===== config.mk =====
export PLATFORM = sky130hd
export DESIGN_NAME = pe_in_pkt_gen_flat
export DESIGN_NICKNAME = d
export VERILOG_FILES = /design/src/rtl/pe_in_pkt_if.sv /design/src/rtl/pe_in_pkt_gen.sv /design/src/flat_wrapper.sv
export SDC_FILE = /design/constraint.sdc
export NUM_CORES = 1
export LEC_CHECK = 0
export CAP_MARGIN = 40
export CORE_AREA = 2 2 72 92
export DETAILED_ROUTE_END_ITERATION = 8
export DIE_AREA = 0 0 74 94
export HOLD_SLACK_MARGIN = 0.15
export PLACE_DENSITY = 0.79
export RECOVER_POWER = 25
export SLEW_MARGIN = 30
export SYNTH_ARGS = -nofsm -noshare
export SYNTH_HDL_FRONTEND = slang
export SYNTH_SLANG_ARGS = --single-unit

===== constraint.sdc =====
create_clock -name clk -period 2.1 [get_ports clk]
set_clock_uncertainty 0.2 [all_clocks]
set_input_delay 0.42 -clock clk [delete_from_list [all_inputs] [get_ports clk]]
set_output_delay 0.42 -clock clk [all_outputs]
set_load 0.05 [all_outputs]

===== src/rtl/pe_in_pkt_if.sv =====
`default_nettype none
// ============================================================================
// Module   : pe_in_pkt_if
// Purpose  : PE input packet bundle between the packet sequencer (master)
//            and the buffered multiplier array (slave).
//            PE_state codes: 0 = INVALID, 1 = VALID, 2 = CNN_FIN.
// Revision : 1.0 - initial release
// ============================================================================
interface pe_in_pkt_if #(
  parameter int DATA_WID = 8,
  parameter int ADDR_B   = 4,
  parameter int MUL_NUM  = 4
);
  logic [MUL_NUM-1:0][DATA_WID-1:0] A;
  logic [MUL_NUM-1:0]               wrb;
  logic [DATA_WID-1:0]              wrb_data;
  logic [ADDR_B-1:0]                wrb_addr;
  logic [ADDR_B-1:0]                rdb_addr;
  logic [1:0]                       PE_state;

  modport master (output A, wrb, wrb_data, wrb_addr, rdb_addr, PE_state);
  modport slave  (input  A, wrb, wrb_data, wrb_addr, rdb_addr, PE_state);
endinterface
`default_nettype wire


===== src/rtl/pe_in_pkt_gen.sv =====
`default_nettype none
// ============================================================================
// Module   : pe_in_pkt_gen
// Purpose  : Loads one kernel of CAP_B weights into the PE B-buffers, then
//            streams CAP_B activation vectors with read addresses, tagging
//            the final beat CNN_FIN. All packet fields are registered.
// Revision : 1.0 - initial release
// ============================================================================
module pe_in_pkt_gen #(
  parameter int DATA_WID = 8,
  parameter int ADDR_B   = 4,
  parameter int CAP_B    = 9,
  parameter int MUL_NUM  = 4
) (
  input  wire logic                             clk,
  input  wire logic                             reset,
  input  wire logic                             start_i,
  input  wire logic [MUL_NUM-1:0]               start_mask_i,
  input  wire logic                             wt_valid_i,
  input  wire logic [DATA_WID-1:0]              wt_data_i,
  output logic                                  wt_ready_o,
  input  wire logic                             act_valid_i,
  input  wire logic [MUL_NUM-1:0][DATA_WID-1:0] act_data_i,
  output logic                                  act_ready_o,
  pe_in_pkt_if.master                           pe_in_pk,
  output logic                                  busy_o,
  output logic                                  done_o
);

  localparam logic [1:0] S_IDLE   = 2'd0;
  localparam logic [1:0] S_LOAD   = 2'd1;
  localparam logic [1:0] S_STREAM = 2'd2;
  localparam logic [1:0] S_DONE   = 2'd3;

  localparam logic [1:0] PE_INVALID = 2'd0;
  localparam logic [1:0] PE_VALID   = 2'd1;
  localparam logic [1:0] PE_CNN_FIN = 2'd2;

  localparam logic [ADDR_B-1:0] CNT_LAST = ADDR_B'(CAP_B - 1);
  localparam logic [ADDR_B-1:0] CNT_ONE  = ADDR_B'(1);

  logic [1:0]                       state_q,    state_d;
  logic [ADDR_B-1:0]                cnt_q,      cnt_d;
  logic [MUL_NUM-1:0]               mask_q,     mask_d;
  logic                             done_q,     done_d;
  logic [MUL_NUM-1:0][DATA_WID-1:0] a_q,        a_d;
  logic [MUL_NUM-1:0]               wrb_q,      wrb_d;
  logic [DATA_WID-1:0]              wrb_data_q, wrb_data_d;
  logic [ADDR_B-1:0]                wrb_addr_q, wrb_addr_d;
  logic [ADDR_B-1:0]                rdb_addr_q, rdb_addr_d;
  logic [1:0]                       pe_state_q, pe_state_d;

  // Next-state and packet computation; wrb and PE_state default to idle
  // values every cycle so only handshake cycles produce activity.
  always_comb begin
    state_d    = state_q;
    cnt_d      = cnt_q;
    mask_d     = mask_q;
    done_d     = 1'b0;
    a_d        = a_q;
    wrb_d      = '0;
    wrb_data_d = wrb_data_q;
    wrb_addr_d = wrb_addr_q;
    rdb_addr_d = rdb_addr_q;
    pe_state_d = PE_INVALID;
    case (state_q)
      S_IDLE: begin
        // done_q marks the cycle right after DONE; start is ignored there.
        if (start_i && !done_q) begin
          mask_d  = start_mask_i;
          state_d = (|start_mask_i) ? S_LOAD : S_STREAM;
        end
      end
      S_LOAD: begin
        if (wt_valid_i) begin
          wrb_d      = mask_q;
          wrb_data_d = wt_data_i;
          wrb_addr_d = cnt_q;
          if (cnt_q == CNT_LAST) begin
            cnt_d   = '0;
            state_d = S_STREAM;
          end else begin
            cnt_d = cnt_q + CNT_ONE;
          end
        end
      end
      S_STREAM: begin
        if (act_valid_i) begin
          a_d        = act_data_i;
          rdb_addr_d = cnt_q;
          if (cnt_q == CNT_LAST) begin
            pe_state_d = PE_CNN_FIN;
            cnt_d      = '0;
            state_d    = S_DONE;
          end else begin
            pe_state_d = PE_VALID;
            cnt_d      = cnt_q + CNT_ONE;
          end
        end
      end
      S_DONE: begin
        // CNN_FIN is on the packet during this state; done follows it.
        done_d  = 1'b1;
        state_d = S_IDLE;
      end
      default: state_d = S_IDLE;
    endcase
  end

  // State and packet registers with synchronous reset.
  always_ff @(posedge clk) begin
    if (reset) begin
      state_q    <= S_IDLE;
      cnt_q      <= '0;
      mask_q     <= '0;
      done_q     <= 1'b0;
      a_q        <= '0;
      wrb_q      <= '0;
      wrb_data_q <= '0;
      wrb_addr_q <= '0;
      rdb_addr_q <= '0;
      pe_state_q <= PE_INVALID;
    end else begin
      state_q    <= state_d;
      cnt_q      <= cnt_d;
      mask_q     <= mask_d;
      done_q     <= done_d;
      a_q        <= a_d;
      wrb_q      <= wrb_d;
      wrb_data_q <= wrb_data_d;
      wrb_addr_q <= wrb_addr_d;
      rdb_addr_q <= rdb_addr_d;
      pe_state_q <= pe_state_d;
    end
  end

  // Handshake readies decode from state only, no path from the valids.
  assign wt_ready_o  = (state_q == S_LOAD);
  assign act_ready_o = (state_q == S_STREAM);
  assign busy_o      = (state_q != S_IDLE);
  assign done_o      = done_q;

  assign pe_in_pk.A        = a_q;
  assign pe_in_pk.wrb      = wrb_q;
  assign pe_in_pk.wrb_data = wrb_data_q;
  assign pe_in_pk.wrb_addr = wrb_addr_q;
  assign pe_in_pk.rdb_addr = rdb_addr_q;
  assign pe_in_pk.PE_state = pe_state_q;

endmodule
`default_nettype wire

===== src/flat_wrapper.sv =====
// flat-port wrapper written by rule: the top's interface ports become plain ports
module pe_in_pkt_gen_flat 
#(
  parameter int DATA_WID = 8,
  parameter int ADDR_B   = 4,
  parameter int CAP_B    = 9,
  parameter int MUL_NUM  = 4
)
  (clk, reset, start_i, start_mask_i, wt_valid_i, wt_data_i, wt_ready_o, act_valid_i, act_data_i, act_ready_o, busy_o, done_o, pe_in_pk_A, pe_in_pk_wrb, pe_in_pk_wrb_data, pe_in_pk_wrb_addr, pe_in_pk_rdb_addr, pe_in_pk_PE_state);
  pe_in_pkt_if #(.DATA_WID(DATA_WID), .ADDR_B(ADDR_B), .MUL_NUM(MUL_NUM)) pe_in_pk_i ();
  input  wire logic clk;
  input  wire logic reset;
  input  wire logic start_i;
  input  wire logic [MUL_NUM-1:0] start_mask_i;
  input  wire logic wt_valid_i;
  input  wire logic [DATA_WID-1:0] wt_data_i;
  output logic wt_ready_o;
  input  wire logic act_valid_i;
  input  wire logic [MUL_NUM-1:0][DATA_WID-1:0] act_data_i;
  output logic act_ready_o;
  output logic busy_o;
  output logic done_o;
  output wire logic [$bits(pe_in_pk_i.A)-1:0] pe_in_pk_A;
  output wire logic [$bits(pe_in_pk_i.wrb)-1:0] pe_in_pk_wrb;
  output wire logic [$bits(pe_in_pk_i.wrb_data)-1:0] pe_in_pk_wrb_data;
  output wire logic [$bits(pe_in_pk_i.wrb_addr)-1:0] pe_in_pk_wrb_addr;
  output wire logic [$bits(pe_in_pk_i.rdb_addr)-1:0] pe_in_pk_rdb_addr;
  output wire logic [$bits(pe_in_pk_i.PE_state)-1:0] pe_in_pk_PE_state;
  assign pe_in_pk_A = pe_in_pk_i.A;
  assign pe_in_pk_wrb = pe_in_pk_i.wrb;
  assign pe_in_pk_wrb_data = pe_in_pk_i.wrb_data;
  assign pe_in_pk_wrb_addr = pe_in_pk_i.wrb_addr;
  assign pe_in_pk_rdb_addr = pe_in_pk_i.rdb_addr;
  assign pe_in_pk_PE_state = pe_in_pk_i.PE_state;
  pe_in_pkt_gen #(.DATA_WID(DATA_WID), .ADDR_B(ADDR_B), .CAP_B(CAP_B), .MUL_NUM(MUL_NUM)) u_core (.clk(clk), .reset(reset), .start_i(start_i), .start_mask_i(start_mask_i), .wt_valid_i(wt_valid_i), .wt_data_i(wt_data_i), .wt_ready_o(wt_ready_o), .act_valid_i(act_valid_i), .act_data_i(act_data_i), .act_ready_o(act_ready_o), .pe_in_pk(pe_in_pk_i), .busy_o(busy_o), .done_o(done_o));
endmodule

# Yosys cells after proc, flatten, opt, wreduce, memory -nomap -nowiden
# Cells that the tools add are included.
dict set report word_totals {
  ff_bits 65
  latch_bits 0
  inputBits 49
  output_inout_bits 58
  n_memories 0
  rom_bits 0
  ramBits 0
  elab_cells 53
}
dict set report op_classes {
  magnitude_cmp 0
  shifts 0
  eq_ne 9
  multipliers 0
  reduce_logical 13
  n_addsub 1
  bitwise_logic 4
  n_mux 13
  n_div 0
}
# cell count
set op_table {}
lappend op_table {{2-to-1 mux 2 bit} 7}
lappend op_table {{2-to-1 mux 4 bit} 3}
lappend op_table {{case mux 2 bit (4 select lines)} 1}
lappend op_table {{case mux 4 bit (2 select lines)} 1}
lappend op_table {{!= test 2 x 1 -> 1 bit, second input constant} 3}
lappend op_table {{AND reduction 2 bit} 3}
lappend op_table {{OR reduction 3 bit} 2}
lappend op_table {{AND reduction 5 bit} 1}
lappend op_table {{adder 4 x 1 -> 4 bit, second input constant} 1}
lappend op_table {{equality test 2 bit, second input constant} 2}
lappend op_table {{equality test 4 bit, second input constant} 1}
lappend op_table {{!= test 2 bit, second input constant} 2}
lappend op_table {{inverter 1 bit} 4}
lappend op_table {{nonzero test 2 bit} 2}
lappend op_table {{OR reduction 4 bit} 1}
lappend op_table {{AND reduction 3 bit} 1}
lappend op_table {{equality test 2 x 1 -> 1 bit, second input constant} 1}
lappend op_table {{logical NOT 2 bit} 1}
lappend op_table {{logical AND 1 bit} 1}
lappend op_table {{logical NOT 1 bit} 1}
lappend op_table {{2-to-1 mux 1 bit} 1}

# Longest topological paths before layout
dict set report depth {
  depth_word 4
  mapped_depth 7
  depth_no_buf 6
}

# Worst setup path before layout
# OpenSTA, ideal clock, no wires.
dict set report synth_timing {
  path_kind {reg2reg}
  start {reg u_core.state_q[1]}
  end {reg u_core.cnt_q[3]}
  setup_time_ps 66
  period_less_slack_ps 2025
  path_stages_with_launch 7
  t_arrival_ps 1759
  required_ps 1834
  setup_slack_ps 75
  n_path_buf 0
  cell_sequence {dfxtp_1 > inv_1 > ha_1 > mux2_4 > and2_4 > a21bo_1 > a21oi_2}
}
dict set report synth_between {
  elab_chain_len 3
  word_cells_on_any_way 7
  cone_classes {eq/ne: 4; mux: 1; reduce/logical: 2}
}
# item line
set synth_rtl {}
lappend synth_rtl {{start: declaration} pe_in_pkt_gen.sv:42} ;# logic [1:0] state_q, state_d;
lappend synth_rtl {{start signal: assignment} pe_in_pkt_gen.sv:124} ;# state_q <= state_d;
lappend synth_rtl {{equality test 2 x 1 -> 1 bit *} n/a}
lappend synth_rtl {{via wt_ready_o} flat_wrapper.sv:17} ;# output logic wt_ready_o;
lappend synth_rtl {{!= test 2 bit (no line) or nonzero test 2 bit (tied branches)} n/a}
lappend synth_rtl {{AND reduction 3 bit (no line)} n/a}
lappend synth_rtl {{end signal: assignment} pe_in_pkt_gen.sv:125} ;# cnt_q <= cnt_d;
lappend synth_rtl {{end: declaration} pe_in_pkt_gen.sv:43} ;# logic [ADDR_B-1:0] cnt_q, cnt_d;
# The timed path passes the listed nets; every way through them passes the cells marked *.
# A chain may end at the register's enable or synchronous reset.

# Final worst setup path
dict set report layout_timing {
  start {reg u_core.wrb_q[2] (netlist: u_core.pe_in_pk.wrb[2])}
  end {out pe_in_pk_wrb[2]}
}
# item line
set layout_lines {}
lappend layout_lines {{start: declaration} pe_in_pkt_gen.sv:47} ;# logic [MUL_NUM-1:0] wrb_q, wrb_d;
lappend layout_lines {{start signal: assignment} pe_in_pkt_gen.sv:129} ;# wrb_q <= wrb_d;
lappend layout_lines {{end: declaration} flat_wrapper.sv:24} ;# output wire logic [$bits(pe_in_pk_i.wrb)-1:0] pe_in_pk_wrb;
# No word-level cell between the ends.

==> impl_metrics.env <==
export IMPL_rr_worst_depth=6
export IMPL_ys_async_sr_fraction_pct=0
export IMPL_grt_overflow=0
export IMPL_slowest_delay_ns=0.80
export IMPL_layout_drive_gt1_share_pct=8.05
export IMPL_total_power_mw=3.88
export IMPL_fp_coreArea_um2=6050
export IMPL_totalWireLength_mm=6.12
export IMPL_start_util_pct=41.2
export IMPL_end_kind="output pin"
export IMPL_min_delay_path_depth=2
export IMPL_finalSetupViolCount=0
export IMPL_io_pins=107
export IMPL_multi_input_area_um2=1070
export IMPL_dp_final_hpwl_mm=4.31
export IMPL_dr_first_iter_drc_count=71
export IMPL_synthTopCellsByCount="100 x nand2_1, 65 x dfxtp_1, 55 x a21oi_1"
export IMPL_nFillCells=554
export IMPL_syn_area_um2=2490
export IMPL_antenna_cells_inserted=0
export IMPL_rrSetupSlack_ns=0.19
export IMPL_ys_seq_area_share_pct=52.3
export IMPL_numClockSinks=65
export IMPL_cp_data_arrival_time_ns=1.44
export IMPL_synthCells=300
export IMPL_clk_pin_slew_ns=0.07
export IMPL_synth_edf_count=0
export IMPL_crit_buf_inv=1
export IMPL_cts_setup_buffers=0
export IMPL_worst_slew_pin_slew_ns=0.679
export IMPL_ys_ff_latch=65
export IMPL_hp_start="u_core.pe_in_pk.A[18]"
export IMPL_crit_required_ns=1.48
export IMPL_hold_violations=0
export IMPL_crit_path_start_kind="register"
export IMPL_leakage_nw=1.61
export IMPL_grt_pass1_vias=2299
export IMPL_vias=2346
export IMPL_regArea_um2=1300
export IMPL_synthTopCellsByArea="dfxtp_1 52%, nand2_1 15%, a21oi_1 11%"
export IMPL_rsz0062_at_grt="false"
export IMPL_synthesis_nets=357
export IMPL_fin_util_pct=62.0
export IMPL_drc=0
export IMPL_min_period_ns=2.06
export IMPL_drv_slew=0
export IMPL_port_buffers=106
export IMPL_yosysUniqueCellTypes=31
export IMPL_gp_congestion=0.694
export IMPL_grt_antenna_before_repair=0
export IMPL_synth_ff_type="dfxtp_1"
export IMPL_track_usage_pct=18.4
export IMPL_fmax_mhz=486
export IMPL_grt_first_pass_wirelength_mm=9.92
export IMPL_vdd_drop_max_mv=0.694
export IMPL_cp_top_family="buffers and inverters"
export IMPL_die_y_um=94
export IMPL_drv_cap=0
export IMPL_dr_pass1_iters=4
export IMPL_clk_insertion_delay_late_ns=0.34
export IMPL_die_w_um=74
export IMPL_via_per_inst=4.74
export IMPL_syn_to_final_growth_pct=50.6
export IMPL_worstHoldPathType="register to register"
export IMPL_synth_largest_area_cell="dfxtp_1"
export IMPL_worstPathMaxFanout=1
export IMPL_cp_slowest_cell="clkdlybuf4s50_1"
export IMPL_synth_top_area_share_pct=52.3
export IMPL_final_nets=462
export IMPL_cp_cell_sequence="clkdlybuf4s50_1"
export IMPL_finalSetupTns_ns=0
export IMPL_synth_area_per_cell_um2=8.30
export IMPL_cts_buffer_depth=2
export IMPL_grt_max_degree=39
export IMPL_ant_nets=0
export IMPL_p_per_area_nw_per_um2=1030
export IMPL_pre_cts_ws_ns=0.147
export IMPL_root_buffer="clkbuf_8"
export IMPL_fin_crit_sh_pct=98.0
export IMPL_worstHoldEndpoint="u_core.pe_in_pk.A[18]"
export IMPL_relSlewSlack_pct=54.7
export IMPL_die_area_um2=6960
export IMPL_rr_endpoint="u_core.cnt_q[3]"
export IMPL_cts_made_buffers=9
export IMPL_path_class="register to output pin"
export IMPL_wire_per_inst_um=12.4
export IMPL_yosys_warnings=0
export IMPL_yosysMostFrequentCell="nand2_1"
export IMPL_num_rows=32
export IMPL_status="finished clean"
export IMPL_cts_tree="yes"
export IMPL_r2r_start="u_core.state_q[1]"
export IMPL_fin_ws_ns=0.0424
export IMPL_htreeDepth=3
==> placed cells by master, fill, tap and decap left out, types with 3 or more instances in the layout <==
master / instances
o21ai_0: 3
clkbuf_1: 17
nor3b_1: 4
a21oi_1: 55
dlymetal6s2s_1: 6
buf_12: 4
nand2_1: 100
clkbuf_8: 11
mux2i_1: 5
dfxtp_1: 64
buf_4: 4
nor2_1: 12
dlygate4sd2_1: 29
inv_1: 7
ha_1: 8
clkdlybuf4s50_1: 50
nand2b_1: 3
==> state kept, by name (all words and copies together), names as in the netlist <==
| signal | count |
|---|---|
| u_core.pe_in_pk.PE_state | 2 |
| u_core.pe_in_pk.A | 32 |
| u_core.pe_in_pk.wrb_addr | 4 |
| u_core.done_o | 1 |
| u_core.cnt_q | 4 |
| u_core.state_q | 2 |
| u_core.pe_in_pk.rdb_addr | 4 |
| u_core.mask_q | 4 |
| u_core.pe_in_pk.wrb | 4 |
| u_core.pe_in_pk.wrb_data | 8 |
==> worst reg2reg max path, stage by stage (launching register included) <==
cell and delay, ns:
dfxtp_1 0.41, inv_1 0.11, ha_1 0.30, mux2_4 0.36, and2_4 0.18, a21bo_1 0.18
a21oi_2 0.10
==> routing by layer <==
layer  routed length [um]  vias to the layer above  part of all wire (%)  global-route usage, %
met4                  121                        0                   2.0                   8.18
met2                 3180                       76                    52                   33.2
met3                  373                       11                   6.1                   5.58
met5                    0                        -                     0                      0
met1                 2450                     1074                    40                   19.1
li1                     -                     1185                     -                      -
==> cell type report <==
class	count	area share, %
Clock inverter	5	2.07
Timing Repair Buffer	112	27.0
Clock buffer	11	4.04
Tap cell	85	2.84
Sequential cell	65	34.8
Inverter	7	0.701
Multi-Input combinational cell	210	28.5
==> power by group <==
group / switching [mW] / internal [mW]
sequential: 0.0755 / 1.36
clock: 0.471 / 0.729
combinational: 0.786 / 0.457
==> metrics by stage <==
| step | cell area, um^2 | std cells | hold WS [ns] |
|---|---|---|---|
| 2_1_floorplan | 2490 | 300 | 0.255 |
| 3_3_place_gp | 3620 | 479 | 0.241 |
| 3_5_place_dp | 3620 | 479 | 0.247 |
| 4_1_cts | 3810 | 495 | 0.255 |
| 5_1_grt | 3750 | 495 | 0.271 |
| 6_report | 3750 | 495 | 0.250 |
==> worst max path at each step <==
| stage | endpoint | startpoint | slack (ns) | cells past startpoint |
|---|---|---|---|---|
| 5_1_grt | pe_in_pk_wrb[0] | u_core.pe_in_pk.wrb[0] | 0.001 | 1 |
| 6_report | pe_in_pk_wrb[2] | u_core.pe_in_pk.wrb[2] | 0.04 | 1 |
| 4_1_cts | pe_in_pk_A[21] | u_core.pe_in_pk.A[21] | 0.0002 | 1 |
| 3_5_place_dp | u_core.state_q[0] | act_valid_i | 0.15 | 5 |
| 2_1_floorplan | u_core.cnt_q[3] | u_core.state_q[1] | 0.08 | 6 |
| 3_3_place_gp | u_core.state_q[0] | act_valid_i | 0.18 | 5 |
==> what timing repair did <==
item,CTS,global route
hold buffers,0,0
gates resized for setup,29,7
pin swaps,0,0
setup endpoints to repair,29,7
==> logic make-up (layout without fill, tap and decap cells) <==
kind of cell	after synthesis	in the layout	share of synthesized area, %
fa+ha+maj	8	8	4.02
mux	6	6	2.61
compound gates	64	64	14.1
flops	65	65	52.3
simple gates	132	132	22.2
buf+inv	25	135	4.73
No activity file was read; power rests on OpenSTA's default activity.
